$ cat src/rtl/hazard_scoreboard.sv
// rtl/hazard_scoreboard.sv - load-use hazard and forwarding scoreboard for the in-order pipeline
// Optional stall/forward statistics counters are built only when HAZARD_STATS_EN is defined.
module hazard_scoreboard #(
  parameter int REG_ADDR_W = 5,
  parameter int DEPTH      = 3,
  parameter int LOAD_LAT   = 1,
  parameter int SEL_W      = 3
) (
  input  logic                  clk,
  input  logic                  rst,
  input  logic                  issue_valid,
  input  logic [REG_ADDR_W-1:0] issue_rd,
  input  logic                  issue_wr,
  input  logic                  issue_load,
  input  logic [REG_ADDR_W-1:0] rs1,
  input  logic [REG_ADDR_W-1:0] rs2,
  input  logic                  rs1_used,
  input  logic                  rs2_used,
  input  logic                  flush,
  output logic                  stall,
  output logic [SEL_W-1:0]      fwd_sel1,
  output logic [SEL_W-1:0]      fwd_sel2,
  output logic [31:0]           stall_count,
  output logic [31:0]           fwd_count
);

  logic [DEPTH:1]          v_q,  v_d;
  logic [DEPTH:1]          ld_q, ld_d;
  logic [REG_ADDR_W-1:0]   rd_q [1:DEPTH];
  logic [REG_ADDR_W-1:0]   rd_d [1:DEPTH];

  logic                    hz1, hz2;
  logic                    push;

  // Walk from the oldest entry to the youngest so the youngest matching writer wins,
  // and its load flag alone decides whether the operand is still unavailable.
  always_comb begin
    fwd_sel1 = '0;
    fwd_sel2 = '0;
    hz1      = 1'b0;
    hz2      = 1'b0;
    for (int k = DEPTH; k >= 1; k--) begin
      if (rs1_used && (rs1 != '0) && v_q[k] && (rd_q[k] == rs1)) begin
        fwd_sel1 = SEL_W'(k);
        hz1      = ld_q[k] && (k <= LOAD_LAT);
      end
      if (rs2_used && (rs2 != '0) && v_q[k] && (rd_q[k] == rs2)) begin
        fwd_sel2 = SEL_W'(k);
        hz2      = ld_q[k] && (k <= LOAD_LAT);
      end
    end
  end

  assign stall = issue_valid && !flush && (hz1 || hz2);
  assign push  = issue_valid && issue_wr && (issue_rd != '0) && !stall && !flush;

  always_comb begin
    v_d     = {v_q[DEPTH-1:1], push};
    ld_d    = {ld_q[DEPTH-1:1], push && issue_load};
    rd_d[1] = push ? issue_rd : '0;
    for (int k = 2; k <= DEPTH; k++) begin
      rd_d[k] = rd_q[k-1];
    end
  end

  always_ff @(posedge clk) begin
    if (!rst) begin
      v_q  <= '0;
      ld_q <= '0;
      for (int k = 1; k <= DEPTH; k++) begin
        rd_q[k] <= '0;
      end
    end else begin
      v_q  <= v_d;
      ld_q <= ld_d;
      for (int k = 1; k <= DEPTH; k++) begin
        rd_q[k] <= rd_d[k];
      end
    end
  end

`ifdef HAZARD_STATS_EN
  logic [31:0] stall_cnt_q, stall_cnt_d;
  logic [31:0] fwd_cnt_q,   fwd_cnt_d;
  logic [31:0] fwd_inc;

  always_comb begin
    fwd_inc = 32'd0;
    if (issue_valid && !stall && !flush) begin
      fwd_inc = 32'(fwd_sel1 != '0) + 32'(fwd_sel2 != '0);
    end
    stall_cnt_d = stall_cnt_q;
    if (stall && (stall_cnt_q != 32'hFFFF_FFFF)) begin
      stall_cnt_d = stall_cnt_q + 32'd1;
    end
    // Saturate instead of wrapping when the increment would overflow.
    if (fwd_cnt_q > (32'hFFFF_FFFF - fwd_inc)) begin
      fwd_cnt_d = 32'hFFFF_FFFF;
    end else begin
      fwd_cnt_d = fwd_cnt_q + fwd_inc;
    end
  end

  always_ff @(posedge clk) begin
    if (!rst) begin
      stall_cnt_q <= 32'd0;
      fwd_cnt_q   <= 32'd0;
    end else begin
      stall_cnt_q <= stall_cnt_d;
      fwd_cnt_q   <= fwd_cnt_d;
    end
  end

  assign stall_count = stall_cnt_q;
  assign fwd_count   = fwd_cnt_q;
`else
  assign stall_count = 32'd0;
  assign fwd_count   = 32'd0;
`endif

endmodule

$ cat config.mk
export PLATFORM = sky130hd
export DESIGN_NAME = hazard_scoreboard
export DESIGN_NICKNAME = d
export VERILOG_FILES = /design/src/rtl/hazard_scoreboard.sv
export SDC_FILE = /design/constraint.sdc
export NUM_CORES = 1
export LEC_CHECK = 0
export ABC_AREA = 1
export BUFFER_PORTS_ARGS = -buffer_cell sky130_fd_sc_hd__buf_2
export CAP_MARGIN = 30
export CORE_AREA = 2 2 78 80
export DETAILED_ROUTE_END_ITERATION = 10
export DIE_AREA = 0 0 80 82
export PLACE_DENSITY_LB_ADDON = 0.15
export REMOVE_ABC_BUFFERS = 1
export SLEW_MARGIN = 20
export SYNTH_ARGS = -nofsm -noshare
export SYNTH_HDL_FRONTEND = slang
export SYNTH_SLANG_ARGS = --single-unit
$ cat constraint.sdc
create_clock -name clk -period 1.5 [get_ports clk]
set_clock_uncertainty 0.2 [all_clocks]
set_input_delay 0.225 -clock clk [delete_from_list [all_inputs] [get_ports clk]]
set_output_delay 0.225 -clock clk [all_outputs]
set_load 0.05 [all_outputs]
Word level (Yosys, flattened, before mapping). Memory sizes are Yosys's and may differ from the RTL's. Cells that the tools add are included.

Bits in latches: 0. Bits in writable memories: 15. Register bits after elaboration: 4. Memories kept: 1. ROM bits: 0.

Memories: rd_q (words 3, width 5, rd ports 3, clocked after memory_dff 0, wr ports 3, line 29) `logic [REG_ADDR_W-1:0] rd_q [1:DEPTH];`.

Reduce and logical (&&, ||, !) cells: 27. Eq/ne operators: 6. Add/sub/neg operators: 0. Multiplexer cells: 14. Divide/modulo/power cells: 0. Bitwise gates (word level): 3. Shift operators: 0. Multiply operators: 0. Magnitude comparators: 0.

Operators by type and width (count): equality test 5 bit (6); logical AND 1 bit (21); two-way mux 5 bit (4); nonzero test 5 bit (3); two-way mux 2 bit (4); two-way mux 3 bit (2); two-way mux 1 bit (4); OR 1 bit (3); logical NOT 1 bit (2); logical OR 1 bit (1).

Logic depth before layout (Yosys ltp).
Depth after elaboration: 12. Depth in mapped cells: 10. Gate-level depth less buffers: 10.

Worst setup path after synthesis. Ideal clock, no wire load.

Path type: register to output. Start point: register rd_q[0][11] (netlist name). End point: output port fwd_sel2[1]. Stages on the path, launching flop included: 5. Slack: -812 ps. Path buffers: 0. Data arrival time: 1887 ps. Data required time: 1075 ps. Path through: dfxtp_1 > nor2_1 > nor3b_1 > nand4_1 > a21boi_0.

RTL lines: to (decl) (line 22) `output logic [SEL_W-1:0] fwd_sel2,`.

==> impl_metrics.toml <==
[run_status]
status = "complete, but fails checks"
failed_checks = "negative setup slack"

[floorplan]
design.die.area_sq_um = 6560
rows = 28
start_util = 0.288
die_h_microns = 82
die_w_microns = 80
core_area_sq_um = 5750
ios = 94

[sta]
setup_slack_ns = -0.346
fin_crit_ns = 1.85
finalSetupTns_ns = -2.59
hold_violations = 0
setup_viol = 12
period_share = 1.23
drv_slew = 0
rsz0062_at_grt = "true"
holdWs_ns = 0.00557
fmax_mhz = 542

[pwr]
power.density_nw_per_um2 = 746
p_total_mw = 1.38
leakage_nw = 1.07
ir_worst_vdd_mv = 0.274

[cells_and_area]
nets = 304
n_fill_cell = 667
final_cells = 355
utilization = 0.322
mostFrequentLayoutCells = "conb_1, nand2_1, inv_1"
area_growth_pct = 12.0
diodes = 0
drive_gt1_frac = 0.300
final_common_cell = "conb_1"

[critical_path]
setup.worst_path.start_class = "flop"
worstSetupPathType = "flop to output pin"
cp.required_ns = 1.07
cp-end-kind = "output pin"
critPathArrivalTime_ns = 1.42
path_max_fanout = 5

[synth]
synth_mux_area_frac = 0
synth_top_family_by_area = "buffers and inverters"
synth.yosys.warnings = 0
synth-seq-cells = 19
synthDistinctLibCells = 24
seq_area_frac_synth = 0.230
synth_xor_area_frac = 0.0582
syn-instance-count = 244
synth_compound_area_frac = 0.0658
synth-simple-area-share = 0.247
syn_area_sq_um = 1650
syn_avg_cell_area_sq_um = 6.78
synthAdderAreaFrac = 0

[place]
port_buffers = 27
dp_cells = 348
hpwl_microns = 2830
gp_congestion = 0.790

[global_route]
grt_pass1_wl_microns = 5140
grtUsageMet2 = 0.171
antenna_found_initial = 0
top_usage_layer = "met2"
grt_util_met3 = 0.0231
gr-total-overflow = 0
met1_usage = 0.126
groute.usage.overall = 0.104
grt_pass1_vias = 1071
grt_max_degree = 13

[clock_network]
numClockSinks = 19
cts_tree = "done"
htree_levels = 1
path_clk_slew_ns = 0.07
cts_buffers = 3
root_buffer = "clkbuf_8"
clockBufferDepth = 2
clk_latency_ns = 0.25

[drt]
wirelength_microns = 3270
drt_iter0_drc = 33
dr.pass1.iters = 4
postRouteAntennaNets = 0
vias = 1289
wl_per_cell_microns = 9.21
vias_per_cell = 3.63
drc = 0

[run]
maxCapViolCount = 0

[min_path]
hold_path_class = "input port to flop"
[registers in the layout, indices dropped and copies added, names as in the netlist]
name and count:
ld_q 1, rd_q 15, v_q 3
[final timing paths]
| path | from | to | slack (ns) | depth (start not counted) |
|---|---|---|---|---|
| hold / removal | issue_rd[3] | rd_q[0][8] | 0.006 | 3 |
| setup / recovery | rd_q[0][8] | stall | -0.35 | 8 |
| hold reg to reg | v_q[2] | v_q[3] | 0.23 | 2 |
| setup reg to reg | rd_q[0][8] | rd_q[0][6] | -0.14 | 10 |
[per-stage QoR]
| step | area (sq um) | worst slack (ns) |
|---|---|---|
| after floorplan | 1400 | -0.812 |
| after global placement | 1660 | -0.302 |
| after detailed placement | 1660 | -0.286 |
| after CTS | 1820 | -0.381 |
| after global routing | 1850 | -0.458 |
| final | 1850 | -0.346 |
[Yosys cell counts, drive strengths merged]
cell    instances  area share
a21oi          12       0.039
nand2          50        0.13
clkbuf          1      0.0023
buf            66        0.30
and2            1      0.0045
nand3           8       0.033
nor3            1      0.0030
conb            1      0.0023
nor3b           1      0.0045
o21ai           6       0.018
nand4           5       0.019
inv            42       0.095
nor2           18       0.053
xor2           11       0.058
dfxtp          19        0.23
a21boi          2      0.0091
[area by class of cell]
type	instances	area, sq um	share of cell area
flip-flops and latches	19	402	0.217
multi-input cells	181	926	0.500
inverters	42	158	0.0851
repair buffers	34	228	0.123
well taps	75	93.8	0.0507
clock buffers	4	45.0	0.0243
[what timing repair did]
item | CTS | global route
buffers inserted | 1 | 0
pin swaps | 13 | 10
hold buffers | 2 | 0
endpoints found under the setup margin | 12 | 12
hold endpoints to repair | 2 | 0
resized for setup | 35 | 12
[layer usage]
| layer | vias up | part of all wire |
|---|---|---|
| met5 | - | 0 |
| met1 | 542 | 0.43 |
| met2 | 67 | 0.47 |
| li1 | 672 | - |
| met3 | 8 | 0.073 |
| met4 | 0 | 0.032 |
[worst max-delay path, stage by stage, from the launching register on]
cell	delay (ns)
dfxtp_4	0.37
a21oi_2	0.13
nand2_1	0.06
nor2_2	0.15
nand3_2	0.11
nand2_2	0.11
nand2_4	0.05
inv_2	0.05
buf_8	0.14
[where the power goes]
group	switching [mW]	internal, mW	leakage, nW	total (mW)
logic	0.452	0.0649	0.885	0.517
registers	0.00641	0.506	0.160	0.513
clock network	0.162	0.189	0.0228	0.351
total	0.621	0.760	1.07	1.38
[logic make-up (layout without fill, tap and decap cells)]
kind of cell,Yosys count,count (layout)
and+or+nand+nor,84,84
other,1,66
AOI/OAI and AO/OA,20,20
xor gates and xnor gates,11,11
buffers and inverters,109,80
DFF,19,19
(Power assumes the default switching activity.)
